<file path="src/rtl/i2c_master_nbyte_pkg.sv">
// Shared types and constants for the N-byte I2C master: FSM state encoding,
// SCL quarter-phase names, ACK/NACK bus levels and address field widths.
package i2c_pkg;

  typedef enum logic [3:0] {
    S_IDLE     = 4'd0,
    S_START    = 4'd1,
    S_ADDR     = 4'd2,
    S_ADDR_ACK = 4'd3,
    S_WR_BYTE  = 4'd4,
    S_WR_ACK   = 4'd5,
    S_RD_BYTE  = 4'd6,
    S_RD_ACK   = 4'd7,
    S_STOP     = 4'd8
  } state_e;

  localparam logic [1:0] PH_LOW0  = 2'd0;
  localparam logic [1:0] PH_LOW1  = 2'd1;
  localparam logic [1:0] PH_HIGH0 = 2'd2;
  localparam logic [1:0] PH_HIGH1 = 2'd3;

  localparam logic I2C_ACK  = 1'b0;
  localparam logic I2C_NACK = 1'b1;

  localparam int ADDR_W  = 7;
  localparam int RNW_W   = 1;
  localparam int ABYTE_W = ADDR_W + RNW_W;

endpackage

</file>
<file path="src/rtl/i2c_master_nbyte_if.sv">
// CPU-side request/status and I2C bus signals of the N-byte master.
// SCL_IN exists only when I2C_CLK_STRETCH_EN is defined.
interface i2c_master_nbyte_if #(
  parameter int NBYTES = 2
);
  logic                       START_STB;
  logic                       RNW;
  logic [i2c_pkg::ADDR_W-1:0] I2C_ADDR;
  logic [8*NBYTES-1:0]        WR_DATA;
  logic                       SDA_IN;
`ifdef I2C_CLK_STRETCH_EN
  logic                       SCL_IN;
`endif
  logic                       SCL;
  logic                       SDA_OUT;
  logic                       SDA_OE;
  logic [8*NBYTES-1:0]        RD_DATA;
  logic                       BUSY;
  logic                       DONE;
  logic                       NACK;

  modport master (
`ifdef I2C_CLK_STRETCH_EN
    input  SCL_IN,
`endif
    input  START_STB, RNW, I2C_ADDR, WR_DATA, SDA_IN,
    output SCL, SDA_OUT, SDA_OE, RD_DATA, BUSY, DONE, NACK
  );

  modport slave (
`ifdef I2C_CLK_STRETCH_EN
    output SCL_IN,
`endif
    output START_STB, RNW, I2C_ADDR, WR_DATA, SDA_IN,
    input  SCL, SDA_OUT, SDA_OE, RD_DATA, BUSY, DONE, NACK
  );
endinterface

</file>
<file path="src/rtl/i2c_master_nbyte_scl_gen.sv">
// SCL quarter-phase engine: DIV clk per quarter, 4 quarters per SCL period.
// With I2C_CLK_STRETCH_EN the high quarter waits for the bus SCL to read back 1.
module i2c_scl_gen
  import i2c_pkg::*;
#(
  parameter int DIV = 4
) (
  input  logic       clk,
  input  logic       rst,
  input  logic       run_i,
`ifdef I2C_CLK_STRETCH_EN
  input  logic       scl_in_i,
`endif
  output logic [1:0] phase_o,
  output logic       upd_o,
  output logic       smp_o,
  output logic       scl_o
);
  localparam int QW = (DIV > 1) ? $clog2(DIV) : 1;

  logic [QW-1:0] q_q, q_d;
  logic [1:0]    ph_q, ph_d;
  logic          hold, wrap;

`ifdef I2C_CLK_STRETCH_EN
  assign hold = (ph_q == PH_HIGH0) && !scl_in_i;
`else
  assign hold = 1'b0;
`endif
  assign wrap = (q_q == QW'(DIV - 1)) && !hold;

  always_comb begin
    q_d  = q_q;
    ph_d = ph_q;
    if (!run_i) begin
      q_d  = '0;
      ph_d = PH_LOW0;
    end else if (!hold) begin
      if (wrap) begin
        q_d  = '0;
        ph_d = ph_q + 2'd1;
      end else begin
        q_d  = q_q + QW'(1);
      end
    end
  end

  always_ff @(posedge clk or negedge rst) begin
    if (!rst) begin
      q_q  <= '0;
      ph_q <= PH_LOW0;
    end else begin
      q_q  <= q_d;
      ph_q <= ph_d;
    end
  end

  // upd marks the edge entering phase 0, smp the edge leaving phase 2
  assign phase_o = ph_q;
  assign upd_o   = run_i && wrap && (ph_q == PH_HIGH1);
  assign smp_o   = run_i && wrap && (ph_q == PH_HIGH0);
  assign scl_o   = ph_q[1];
endmodule

</file>
<file path="src/rtl/i2c_master_nbyte.sv">
// I2C master: START, address+RNW, NBYTES data bytes with ACK handling, STOP.
// Optional clock stretching via I2C_CLK_STRETCH_EN (adds bus.SCL_IN).
module i2c_master_nbyte
  import i2c_pkg::*;
#(
  parameter int NBYTES = 2,
  parameter int DIV    = 4
) (
  input logic                clk,
  input logic                rst,
  i2c_master_nbyte_if.master bus
);
  localparam int DW = 8 * NBYTES;
  localparam int BW = $clog2(NBYTES + 1);

  state_e               state_q, state_d;
  logic [ABYTE_W-1:0]   addr_q, addr_d;
  logic [DW-1:0]        dat_q, dat_d;
  logic [DW-1:0]        rd_q, rd_d;
  logic [2:0]           bit_q, bit_d;
  logic [BW-1:0]        byte_q, byte_d;
  logic                 smp_q, smp_d;
  logic                 rnw_q, rnw_d;
  logic                 nack_q, nack_d;
  logic                 done_q, done_d;

  logic [1:0] phase;
  logic       upd, smp, scl_raw, run, last;

  assign run  = (state_q != S_IDLE);
  assign last = (byte_q == BW'(NBYTES - 1));

  i2c_scl_gen #(.DIV(DIV)) u_scl (
    .clk      (clk),
    .rst      (rst),
    .run_i    (run),
`ifdef I2C_CLK_STRETCH_EN
    .scl_in_i (bus.SCL_IN),
`endif
    .phase_o  (phase),
    .upd_o    (upd),
    .smp_o    (smp),
    .scl_o    (scl_raw)
  );

  always_comb begin
    state_d = state_q;
    addr_d  = addr_q;
    dat_d   = dat_q;
    rd_d    = rd_q;
    bit_d   = bit_q;
    byte_d  = byte_q;
    smp_d   = smp_q;
    rnw_d   = rnw_q;
    nack_d  = nack_q;
    done_d  = 1'b0;
    case (state_q)
      S_IDLE: begin
        // a request in the DONE cycle is dropped, not deferred
        if (bus.START_STB && !done_q) begin
          state_d = S_START;
          addr_d  = {bus.I2C_ADDR, bus.RNW};
          rnw_d   = bus.RNW;
          dat_d   = bus.WR_DATA;
          nack_d  = 1'b0;
          bit_d   = '0;
          byte_d  = '0;
        end
      end
      S_START: if (upd) state_d = S_ADDR;
      S_ADDR: if (upd) begin
        addr_d = {addr_q[ABYTE_W-2:0], 1'b0};
        bit_d  = bit_q + 3'd1;
        if (bit_q == 3'd7) state_d = S_ADDR_ACK;
      end
      S_ADDR_ACK: begin
        if (smp) smp_d = bus.SDA_IN;
        if (upd) begin
          if (smp_q == I2C_NACK) begin
            nack_d  = 1'b1;
            state_d = S_STOP;
          end else begin
            state_d = rnw_q ? S_RD_BYTE : S_WR_BYTE;
          end
        end
      end
      S_WR_BYTE: if (upd) begin
        dat_d = {dat_q[DW-2:0], 1'b0};
        bit_d = bit_q + 3'd1;
        if (bit_q == 3'd7) state_d = S_WR_ACK;
      end
      S_WR_ACK: begin
        if (smp) smp_d = bus.SDA_IN;
        if (upd) begin
          byte_d = byte_q + BW'(1);
          if (smp_q == I2C_NACK) begin
            nack_d  = 1'b1;
            state_d = S_STOP;
          end else begin
            state_d = last ? S_STOP : S_WR_BYTE;
          end
        end
      end
      S_RD_BYTE: begin
        if (smp) dat_d = {dat_q[DW-2:0], bus.SDA_IN};
        if (upd) begin
          bit_d = bit_q + 3'd1;
          if (bit_q == 3'd7) state_d = S_RD_ACK;
        end
      end
      S_RD_ACK: if (upd) begin
        byte_d  = byte_q + BW'(1);
        state_d = last ? S_STOP : S_RD_BYTE;
      end
      S_STOP: if (upd) begin
        state_d = S_IDLE;
        done_d  = 1'b1;
        if (rnw_q && !nack_q) rd_d = dat_q;
      end
      default: state_d = S_IDLE;
    endcase
  end

  always_ff @(posedge clk or negedge rst) begin
    if (!rst) begin
      state_q <= S_IDLE;
      addr_q  <= '0;
      dat_q   <= '0;
      rd_q    <= '0;
      bit_q   <= '0;
      byte_q  <= '0;
      smp_q   <= 1'b0;
      rnw_q   <= 1'b0;
      nack_q  <= 1'b0;
      done_q  <= 1'b0;
    end else begin
      state_q <= state_d;
      addr_q  <= addr_d;
      dat_q   <= dat_d;
      rd_q    <= rd_d;
      bit_q   <= bit_d;
      byte_q  <= byte_d;
      smp_q   <= smp_d;
      rnw_q   <= rnw_d;
      nack_q  <= nack_d;
      done_q  <= done_d;
    end
  end

  // bus pins decode straight from state/phase so a reset releases them at once
  always_comb begin
    bus.SCL     = 1'b1;
    bus.SDA_OE  = 1'b0;
    bus.SDA_OUT = 1'b1;
    case (state_q)
      S_START: begin
        bus.SDA_OE  = 1'b1;
        bus.SDA_OUT = (phase <= PH_LOW1);
      end
      S_ADDR: begin
        bus.SCL     = scl_raw;
        bus.SDA_OE  = 1'b1;
        bus.SDA_OUT = addr_q[ABYTE_W-1];
      end
      S_WR_BYTE: begin
        bus.SCL     = scl_raw;
        bus.SDA_OE  = 1'b1;
        bus.SDA_OUT = dat_q[DW-1];
      end
      S_ADDR_ACK, S_WR_ACK, S_RD_BYTE: bus.SCL = scl_raw;
      S_RD_ACK: begin
        bus.SCL     = scl_raw;
        bus.SDA_OE  = 1'b1;
        bus.SDA_OUT = last ? I2C_NACK : I2C_ACK;
      end
      S_STOP: begin
        bus.SCL     = (phase != PH_LOW0);
        bus.SDA_OE  = 1'b1;
        bus.SDA_OUT = (phase >= PH_HIGH0);
      end
      default: ;
    endcase
  end

  assign bus.RD_DATA = rd_q;
  assign bus.BUSY    = run;
  assign bus.DONE    = done_q;
  assign bus.NACK    = nack_q;
endmodule
</file>
<file path="src/flat_wrapper.sv">
// flat-port wrapper written by rule: the top's interface ports become plain ports
module i2c_master_nbyte_flat import i2c_pkg::*;
#(
  parameter int NBYTES = 2,
  parameter int DIV    = 4
)
  (clk, rst, bus_START_STB, bus_RNW, bus_I2C_ADDR, bus_WR_DATA, bus_SDA_IN, bus_SCL, bus_SDA_OUT, bus_SDA_OE, bus_RD_DATA, bus_BUSY, bus_DONE, bus_NACK);
  i2c_master_nbyte_if #(.NBYTES(NBYTES)) bus_i ();
  input logic clk;
  input logic rst;
  input wire logic [$bits(bus_i.START_STB)-1:0] bus_START_STB;
  input wire logic [$bits(bus_i.RNW)-1:0] bus_RNW;
  input wire logic [$bits(bus_i.I2C_ADDR)-1:0] bus_I2C_ADDR;
  input wire logic [$bits(bus_i.WR_DATA)-1:0] bus_WR_DATA;
  input wire logic [$bits(bus_i.SDA_IN)-1:0] bus_SDA_IN;
  output wire logic [$bits(bus_i.SCL)-1:0] bus_SCL;
  output wire logic [$bits(bus_i.SDA_OUT)-1:0] bus_SDA_OUT;
  output wire logic [$bits(bus_i.SDA_OE)-1:0] bus_SDA_OE;
  output wire logic [$bits(bus_i.RD_DATA)-1:0] bus_RD_DATA;
  output wire logic [$bits(bus_i.BUSY)-1:0] bus_BUSY;
  output wire logic [$bits(bus_i.DONE)-1:0] bus_DONE;
  output wire logic [$bits(bus_i.NACK)-1:0] bus_NACK;
  assign bus_i.START_STB = bus_START_STB;
  assign bus_i.RNW = bus_RNW;
  assign bus_i.I2C_ADDR = bus_I2C_ADDR;
  assign bus_i.WR_DATA = bus_WR_DATA;
  assign bus_i.SDA_IN = bus_SDA_IN;
  assign bus_SCL = bus_i.SCL;
  assign bus_SDA_OUT = bus_i.SDA_OUT;
  assign bus_SDA_OE = bus_i.SDA_OE;
  assign bus_RD_DATA = bus_i.RD_DATA;
  assign bus_BUSY = bus_i.BUSY;
  assign bus_DONE = bus_i.DONE;
  assign bus_NACK = bus_i.NACK;
  i2c_master_nbyte #(.NBYTES(NBYTES), .DIV(DIV)) u_core (.clk(clk), .rst(rst), .bus(bus_i));
endmodule
</file>
<file path="config.mk">
export PLATFORM = sky130hd
export DESIGN_NAME = i2c_master_nbyte_flat
export DESIGN_NICKNAME = d
export VERILOG_FILES = /design/src/rtl/i2c_master_nbyte_pkg.sv /design/src/rtl/i2c_master_nbyte_if.sv /design/src/rtl/i2c_master_nbyte_scl_gen.sv /design/src/rtl/i2c_master_nbyte.sv /design/src/flat_wrapper.sv
export SDC_FILE = /design/constraint.sdc
export NUM_CORES = 1
export LEC_CHECK = 0
export CAP_MARGIN = 20
export CORE_UTILIZATION = 30
export CTS_CLUSTER_DIAMETER = 120
export DETAILED_ROUTE_END_ITERATION = 8
export GPL_TIMING_DRIVEN = 0
export SLEW_MARGIN = 10
export SYNTH_ARGS = -nofsm -noshare
export SYNTH_HDL_FRONTEND = slang
export SYNTH_SLANG_ARGS = --single-unit
</file>
<file path="constraint.sdc">
create_clock -name clk -period 2.6 [get_ports clk]
set_input_delay 0.52 -clock clk [delete_from_list [all_inputs] [get_ports clk]]
set_output_delay 0.52 -clock clk [all_outputs]
set_load 0.1 [all_outputs]
</file>
==> summary.md, run 1 <==
| Metric | Value |
|---|---|
| Outcome | `complete, no violations` |
| RSZ-0062 raised after global routing | `true` |
| Slew Viols, Final | `0` |
| Clock slew seen by the registers of the worst setup and hold paths | `60 ps` |
| Clk pwr share | `45.0%` |
| Post-synth top cells | `dfrtp_1, nor2_1, mux2i_1, mux2_2, o21ai_0` |
| Post-synth ARST share | `100%` |
| GRT Residual Overflow | `0` |
| Skew final | `3.61 ps` |
| Vias | `2135` |
| Netlist cell types | `46` |
| TritonCTS Buffers | `9` |
| Sequential share of power | `49.0%` |
| Largest net degree at the start of global routing | `58` |
| Fraction of layout cells with a size suffix above 1 | `22.7%` |
| Initial Util | `31.0%` |
| Number of max-cap violations | `0` |
| Fillers | `924` |
| Final nets | `354` |
| Core ar. | `9240 um^2` |
| Number of setup violations in the final report | `0` |
| Total die area | `9950 um^2` |
| Fin crit share | `99.0%` |
| Root Driver | `clkbuf_8` |
| Vias in the first global route | `2091` |
| DR vias/cell | `4.73` |
| ANT nets after route | `0` |
| #FFs+latches synth | `57` |
| Comb power frac | `5.9%` |
| Ranking of synthesized cells by area | `dfrtp_1, mux2i_1, mux2_2, a21oi_2, nor2_1` |
| WP data required | `2080 ps` |
| Placed cells | `436` |
| Non-filler cells, final | `451` |
| Sw frac | `22.3%` |
| Slew @ Worst Pin | `986 ps` |
| DRT Pass-1 Iters | `5` |
| GP Congestion | `0.906` |
| Sw power | `0.000414 W` |
| Critical Path Start | `u_core.state_q[1]` |
| Hold Fails Final Rpt | `0` |
| DRT Wirelength | `6360 um` |
| Synth area leader | `dfrtp_1` |
| Layout area overhead | `30.5%` |
| Worst hold margin | `245 ps` |
| Synthesized instance count | `258` |
| Die Ht | `99.8 um` |
| Placement Rows | `35` |
| Mean Syn Cell Area | `11.1 um^2` |
| Worst-Skew Late Latency | `340 ps` |
| I/O Buffers | `49` |
| Syn_nets | `294` |
| HPWL after detailed placement | `4480 um` |
| WS Path Type | `flop to output pin` |
| Starting DRT DRC Count | `108` |
| Leak | `1.70 nW` |
| Total clock sinks | `57` |
| Worst vdd ir | `0.300 mV` |
| Ant. Diodes | `0` |
| Fmax | `388 MHz` |
| Initial antenna violation count | `0` |
| Die Wd | `99.8 um` |
| Critical path endpoint category | `output pin` |
| PD cells | `496 nW/um^2` |
| YS warnings | `0` |
| Critical-path maximum fanout | `10` |
| # hold bufs at CTS | `0` |
| Hold Path Class | `input pin to async pin` |
| DRC viols | `0` |
| Synth top area share | `49.7%` |
| Post-Syn Area | `2870 um^2` |
| CTS max path bufs | `2` |
| CTS tree | `built` |
| Most frequent cell after synthesis | `dfrtp_1` |
| Detailed-route wire length per cell | `14.1 um` |
| GRT Overall Usage | `13.7%` |
| Setup bufs post-CTS | `0` |
| Reg2reg start | `u_core.u_scl.q_q[0]` |
| Worst Path Arrival | `2050 ps` |
| Overall Power | `0.00186 W` |
| Post-synthesis sequential area ratio | `49.7%` |
| IO Count | `50` |
| Number of synthesized flops with an enable pin | `0` |
| Internal power | `0.00144 W` |
| Global-route wire length before repair | `10500 um` |
| Post-synth top flop | `dfrtp_1` |
| H-tree levels | `3` |
| Relative slew slack | `34.1%` |
| Tmin final | `2570 ps` |
| Setup crit start kind | `flop` |
## routing by layer
layer	global-route usage (%)	wire length [um]	up-vias
li1	-	-	1044
met1	19.0	3120	1022
met2	19.9	2780	51
met3	4.46	305	18
met4	4.86	153	0
met5	0	0	-
## sequential cells by signal, indices dropped and copies added, names as in the netlist
register,flops
u_core.addr_q,8
u_core.bit_q,3
u_core.bus.DONE,1
u_core.bus.NACK,1
u_core.bus.RD_DATA,16
u_core.byte_q,2
u_core.dat_q,16
u_core.rnw_q,1
u_core.smp_q,1
u_core.state_q,4
u_core.u_scl.phase_o,2
u_core.u_scl.q_q,2
## power groups by stage
stage	clock network [W]	registers [W]	logic (W)
floorplan	0	0.000931	0.0000365
global placement	0	0.000928	0.000110
detailed placement	0	0.000928	0.000110
CTS	0.000864	0.000911	0.000113
global route	0.000897	0.000913	0.000121
finish	0.000837	0.000912	0.000110
## worst max-delay path: stages, from the launching register on
cell	delay [ps]
dfrtp_1	470
buf_4	230
xor2_2	210
and2_1	180
nor3_1	240
or2_2	180
buf_6	210
## per-stage QoR
step | setup TNS [ps] | area [um^2] | utilization, % | worst slack, ps
after CTS | 0 | 3740 | 40.5 | 18.1
after global routing | -162 | 3740 | 40.5 | -75.3
after floorplan | -61.1 | 2880 | - | -61.1
final | 0 | 3740 | 40.5 | 25.1
after detailed placement | -1630 | 3530 | 38.2 | -788
after global placement | -51960 | 3530 | 38.2 | -888
## cells by family (layout without fill, tap and decap cells)
kind of cell	Yosys count	after routing	synth area share, %
xor gates and xnor gates	2	2	0.611
adders and majority gates	8	8	3.49
DFF	57	57	49.7
buffers and inverters	20	84	3.53
muxes	41	41	15.1
AOI/OAI and AO/OA	52	52	13.1
and+or+nand+nor	78	78	14.4
## area by class of cell
cell class,instances,area [um^2],share of cell area (%)
plain buffers,15,88.8,2.37
clock buffers,12,155,4.14
inverters,5,18.8,0.501
repair buffers,49,489,13.1
multi-input cells,181,1360,36.4
well taps,129,161,4.31
flip-flops and latches,57,1430,38.1
clock inverters,3,40.0,1.07
## final timing paths
kind	end	cells past startpoint	slack, ps
max	bus_SDA_OE	6	30
min	u_core.bus.RD_DATA[3]	1	240
max reg2reg	u_core.bus.RD_DATA[11]	7	430
min reg2reg	u_core.u_scl.q_q[0]	1	440
max in group asynchronous	u_core.addr_q[3]	1	1880
min in group clk	u_core.u_scl.q_q[0]	1	440
## cells in the final DEF, fill, tap and decap left out, types with 4 or more instances in the layout
| cell | count |
|---|---|
| a21oi_2 | 15 |
| and2_1 | 4 |
| buf_2 | 8 |
| clkbuf_1 | 4 |
| clkbuf_8 | 11 |
| clkdlybuf4s50_1 | 44 |
| dfrtp_1 | 57 |
| ha_1 | 8 |
| inv_1 | 4 |
| mux2_2 | 18 |
| mux2i_1 | 23 |
| nand2_1 | 15 |
| nor2_1 | 27 |
| nor2b_1 | 5 |
| nor3_1 | 6 |
| o21ai_0 | 17 |
## repair_timing
item / in CTS / in global routing
setup endpoints to repair: 4 / 4
gates resized for setup: 28 / 5
cloned: 0 / 0
(Power assumes the default switching activity.)
==> inputs of run 2 (changes only) <==
--- a/config.mk
+++ b/config.mk
@@ -7,6 +7,7 @@
 export LEC_CHECK = 0
 export CAP_MARGIN = 20
 export CORE_UTILIZATION = 30
+export CTS_BUF_LIST = sky130_fd_sc_hd__clkbuf_8
 export CTS_CLUSTER_DIAMETER = 120
 export DETAILED_ROUTE_END_ITERATION = 8
 export GPL_TIMING_DRIVEN = 0
==> summary.md, run 2 (synthesis gave the netlist of run 1 again) <==
| Metric | Value |
|---|---|
| Leak | `1.70 nW` |
| Sw frac | `22.3%` |
| Critical path endpoint category | `output pin` |
| Fraction of layout cells with a size suffix above 1 | `22.7%` |
| Slew Viols, Final | `0` |
| Layout area overhead | `30.5%` |
| Die Ht | `99.8 um` |
| R2R setup slack | `420 ps` |
| Total clock sinks | `57` |
| WS Path Type | `flop to output pin` |
| Worst vdd ir | `0.299 mV` |
| Most frequent cells in the layout | `dfrtp_1, clkdlybuf4s50_1, nor2_1` |
| WP data required | `2080 ps` |
| Sw power | `0.000414 W` |
| Worst Path Arrival | `2060 ps` |
| Number of max-cap violations | `0` |
| Vias in the first global route | `2091` |
| CTS tree | `built` |
| Placement Rows | `35` |
| Placed cell area | `3530 um^2` |
| Setup crit start kind | `flop` |
| TritonCTS Buffers | `9` |
| Clk pwr share | `44.9%` |
| RSZ-0062 raised after global routing | `true` |
| Skew final | `4.05 ps` |
| R2R cell count | `7` |
| ANT nets after route | `0` |
| Reg2reg start | `u_core.u_scl.q_q[0]` |
| Tmin final | `2580 ps` |
| Total die area | `9950 um^2` |
| # hold bufs at CTS | `0` |
| Hold Fails Final Rpt | `0` |
| DRT Pass-1 Iters | `4` |
| DRC viols | `0` |
| Die Wd | `99.8 um` |
| Core Util, Final | `40.5%` |
| CTS max path bufs | `2` |
| Reg-to-Reg End | `u_core.bus.RD_DATA[11]` |
| Detailed-route wire length per cell | `14.2 um` |
| Number of setup violations in the final report | `0` |
| Root Driver | `clkbuf_8` |
| GP Congestion | `0.906` |
| Fmax | `388 MHz` |
| Fin crit share | `99.0%` |
| DR vias/cell | `4.76` |
| Worst hold margin | `246 ps` |
| Internal power | `0.00144 W` |
| H-tree levels | `3` |
| Initial Util | `31.0%` |
| PD cells | `495 nW/um^2` |
| HPWL after detailed placement | `4480 um` |
| Commonest non-fill, non-tap cell in the layout | `dfrtp_1` |
| Global-route wire length before repair | `10500 um` |
| Hold Path Class | `input pin to async pin` |
| GRT Overall Usage | `13.7%` |
| Worst-Skew Late Latency | `340 ps` |
| GRT Residual Overflow | `0` |
| DRT Wirelength | `6390 um` |
| Slew @ Worst Pin | `986 ps` |
| Outcome | `complete, no violations` |
| Relative slew slack | `34.1%` |
| Starting DRT DRC Count | `108` |
| Largest net degree at the start of global routing | `58` |
| Vias | `2146` |
| Setup bufs post-CTS | `0` |
| IO Count | `50` |
| Ant. Diodes | `0` |
| Clock slew seen by the registers of the worst setup and hold paths | `60 ps` |
| Critical-path maximum fanout | `10` |
| Post-cts sizing count | `28` |
| Initial antenna violation count | `0` |
| Comb power frac | `5.9%` |
| Final nets | `354` |
| Sequential share of power | `49.2%` |
| Core ar. | `9240 um^2` |
| Post-route cell area | `3740 um^2` |
| I/O Buffers | `49` |
[run 2: cell types whose count changed in the layout (fill, tap and decap cells not counted)]
cell,delta
clkbuf_1,-1
inv_1,+1
[run 2: through the flow]
step | setup TNS (ps) | setup WS [ps] | total power (W) | cells
floorplan | -61.1 | -61.1 | 0.000967 | 258
global placement | -51960 | -888 | 0.00104 | 436
detailed placement | -1630 | -788 | 0.00104 | 436
CTS | 0 | 18.1 | 0.00188 | 451
global route | -162 | -75.3 | 0.00193 | 451
finish | 0 | 24.9 | 0.00185 | 451
[run 2: power groups by stage]
stage / sequential [W] / combinational, W / clock [W]
final: 0.000912 / 0.000110 / 0.000832
after detailed placement: 0.000928 / 0.000110 / 0
after global placement: 0.000928 / 0.000110 / 0
after floorplan: 0.000931 / 0.0000365 / 0
after CTS: 0.000911 / 0.000113 / 0.000860
after global routing: 0.000913 / 0.000121 / 0.000894
[run 2: cell type report]
cell class                      count  area, um^2
Clock inverter                      4        43.8
Clock buffer                       11         151
Multi-Input combinational cell    181        1360
Sequential cell                    57        1430
Buffer                             15        88.8
Timing Repair Buffer               49         489
Tap cell                          129         161
Inverter                            5        18.8
Fill cell                         924        5500
[run 2: layer usage]
layer | track usage (%) | routed length, um | share of wire, % | up-vias
met5 | 0 | 0 | 0 | -
met4 | 4.86 | 148 | 2.3 | 0
li1 | - | - | - | 1041
met1 | 19.0 | 3150 | 49 | 1038
met3 | 4.46 | 308 | 4.8 | 15
met2 | 19.9 | 2780 | 44 | 52
[run 2: how the worst max path moves through the flow]
stage,start,to
floorplan,u_core.state_q[1],bus_SDA_OUT
global placement,rst,u_core.bit_q[0]
detailed placement,u_core.state_q[1],bus_SDA_OUT
CTS,u_core.state_q[0],bus_BUSY
global route,u_core.state_q[0],bus_SDA_OUT
finish,u_core.state_q[1],bus_SDA_OE
[run 2: worst max-delay path: stages, from the launching register on]
cell,delay (ps)
dfrtp_1,470
buf_4,220
xor2_2,210
and2_1,180
nor3_1,240
or2_2,180
buf_6,210
==> inputs of run 3 (changes only) <==
--- a/config.mk
+++ b/config.mk
@@ -6,6 +6,7 @@
 export NUM_CORES = 1
 export LEC_CHECK = 0
 export CAP_MARGIN = 20
+export CORE_MARGIN = 5
 export CORE_UTILIZATION = 30
 export CTS_BUF_LIST = sky130_fd_sc_hd__clkbuf_8
 export CTS_CLUSTER_DIAMETER = 120
@@ -15,3 +16,4 @@
 export SYNTH_ARGS = -nofsm -noshare
 export SYNTH_HDL_FRONTEND = slang
 export SYNTH_SLANG_ARGS = --single-unit
+export TNS_END_PERCENT = 30
==> summary.md, run 3 (synthesis gave the netlist of run 1 again) <==
| Metric | Value |
|---|---|
| Setup crit start kind | `flop` |
| DRT Wirelength | `6280 um` |
| Dpl ws | `-848 ps` |
| Layout area overhead | `31.1%` |
| DR vias/cell | `4.72` |
| Worst vdd ir | `0.220 mV` |
| Critical path endpoint category | `output pin` |
| Total die area | `11600 um^2` |
| Skew final | `7.43 ps` |
| WP data required | `2080 ps` |
| H-tree levels | `3` |
| CTS max path bufs | `2` |
| WS Path Type | `flop to output pin` |
| I/O Buffers | `49` |
| Fin crit share | `97.5%` |
| Total clock sinks | `57` |
| Placement Rows | `35` |
| Critical-path maximum fanout | `10` |
| Die Ht | `108 um` |
| Number of setup violations in the final report | `0` |
| Commonest non-fill, non-tap cell in the layout | `dfrtp_1` |
| Detailed-route wire length per cell | `13.9 um` |
| Hold Fails Final Rpt | `0` |
| Leak | `1.70 nW` |
| Largest net degree at the start of global routing | `58` |
| Core ar. | `9280 um^2` |
| RSZ-0062 raised after global routing | `true` |
| Root Driver | `clkbuf_8` |
| GP Congestion | `0.841` |
| Worst Path Arrival | `2010 ps` |
| Worst Slack Setup Final | `66.1 ps` |
| Initial antenna violation count | `0` |
| Vias in the first global route | `2209` |
| Fraction of layout cells with a size suffix above 1 | `22.7%` |
| FF+latch area | `1430 um^2` |
| PD cells | `503 nW/um^2` |
| Final nets | `354` |
| Die Wd | `108 um` |
| GRT Overall Usage | `11.7%` |
| Ant. Diodes | `0` |
| Placed cells | `436` |
| Starting DRT DRC Count | `109` |
| Vias | `2130` |
| Setup bufs post-CTS | `0` |
| DRT Pass-1 Iters | `4` |
| DRC viols | `0` |
| Hold Path Class | `input pin to async pin` |
| Slew Viols, Final | `0` |
| CTS tree | `built` |
| Number of max-cap violations | `0` |
| Overall Power | `0.00189 W` |
| Fillers | `937` |
| Initial Util | `30.9%` |
| ANT nets after route | `0` |
| Clock slew seen by the registers of the worst setup and hold paths | `60 ps` |
| GRT Residual Overflow | `0` |
| Tmin final | `2530 ps` |
| IO Count | `50` |
| Worst-Skew Late Latency | `330 ps` |
| Most frequent cells in the layout | `dfrtp_1, clkdlybuf4s50_1, nor2_1` |
| Sum Neg Setup Slack | `0 ps` |
| TritonCTS Buffers | `9` |
| Global-route wire length before repair | `10800 um` |
| HPWL after detailed placement | `4660 um` |
| Area of the multi-input gates | `1360 um^2` |
| Relative slew slack | `34.8%` |
| Non-filler cells, final | `451` |
| Outcome | `complete, no violations` |
| Fmax | `395 MHz` |
| Slew @ Worst Pin | `974 ps` |
## run 3: changes by cell type in the layout (fill, tap and decap cells not counted), sizes merged
| cell | delta |
|---|---|
| clkbuf | +1 |
| clkinv | -1 |
| dlygate4sd2 | +1 |
| inv | -1 |
## run 3: final cells by class
class	count	share of cell area, %
multi-input cells	181	36.1
inverters	5	0.499
clock inverters	2	0.932
well taps	129	4.29
repair buffers	49	13.1
plain buffers	15	2.36
clock buffers	13	4.76
flip-flops and latches	57	38.0
## run 3: power breakdown
group	switching, W	internal, W	total, W
clock	0.000329	0.000540	0.000869
combinational	0.0000519	0.0000573	0.000109
sequential	0.0000119	0.000901	0.000913
## run 3: path summary, 6_finish.rpt
kind                       cells after the start                 from                  end  slack (ps)
max                                            4    u_core.state_q[0]             bus_BUSY          70
min                                            1                  rst      u_core.dat_q[4]         250
max reg2reg                                    6  u_core.u_scl.q_q[0]     u_core.addr_q[5]         350
min reg2reg                                    1  u_core.u_scl.q_q[0]  u_core.u_scl.q_q[0]         450
max in group asynchronous                      1                  rst    u_core.state_q[1]        1840
min in group clk                               1  u_core.u_scl.q_q[0]  u_core.u_scl.q_q[0]         450
## run 3: layer usage
layer / global-route usage, % / wire (um)
met1: 15.3 / 2840
met2: 18.2 / 3010
met3: 3.18 / 277
met4: 4.87 / 147
met5: 0 / 0
## run 3: worst max-delay path, cell delays in order, from the launching register on
cell,delay (ps)
dfrtp_1,370
buf_2,200
nor4_4,440
inv_2,80
dlygate4sd2_1,600
## run 3: timing repair
action,in CTS,in global routing
hold buffers,0,0
endpoints found under the setup margin,4,4
gates resized for setup,25,6
hold endpoints to repair,0,0
## run 3: per-stage QoR
| stage | util, % | area (um^2) | hold WS [ps] |
|---|---|---|---|
| global route | 40.5 | 3760 | 312 |
| finish | 40.5 | 3760 | 246 |
| detailed placement | 38.0 | 3530 | 441 |
| global placement | 38.0 | 3530 | 430 |
| CTS | 40.5 | 3760 | 268 |
| floorplan | - | 2880 | 224 |
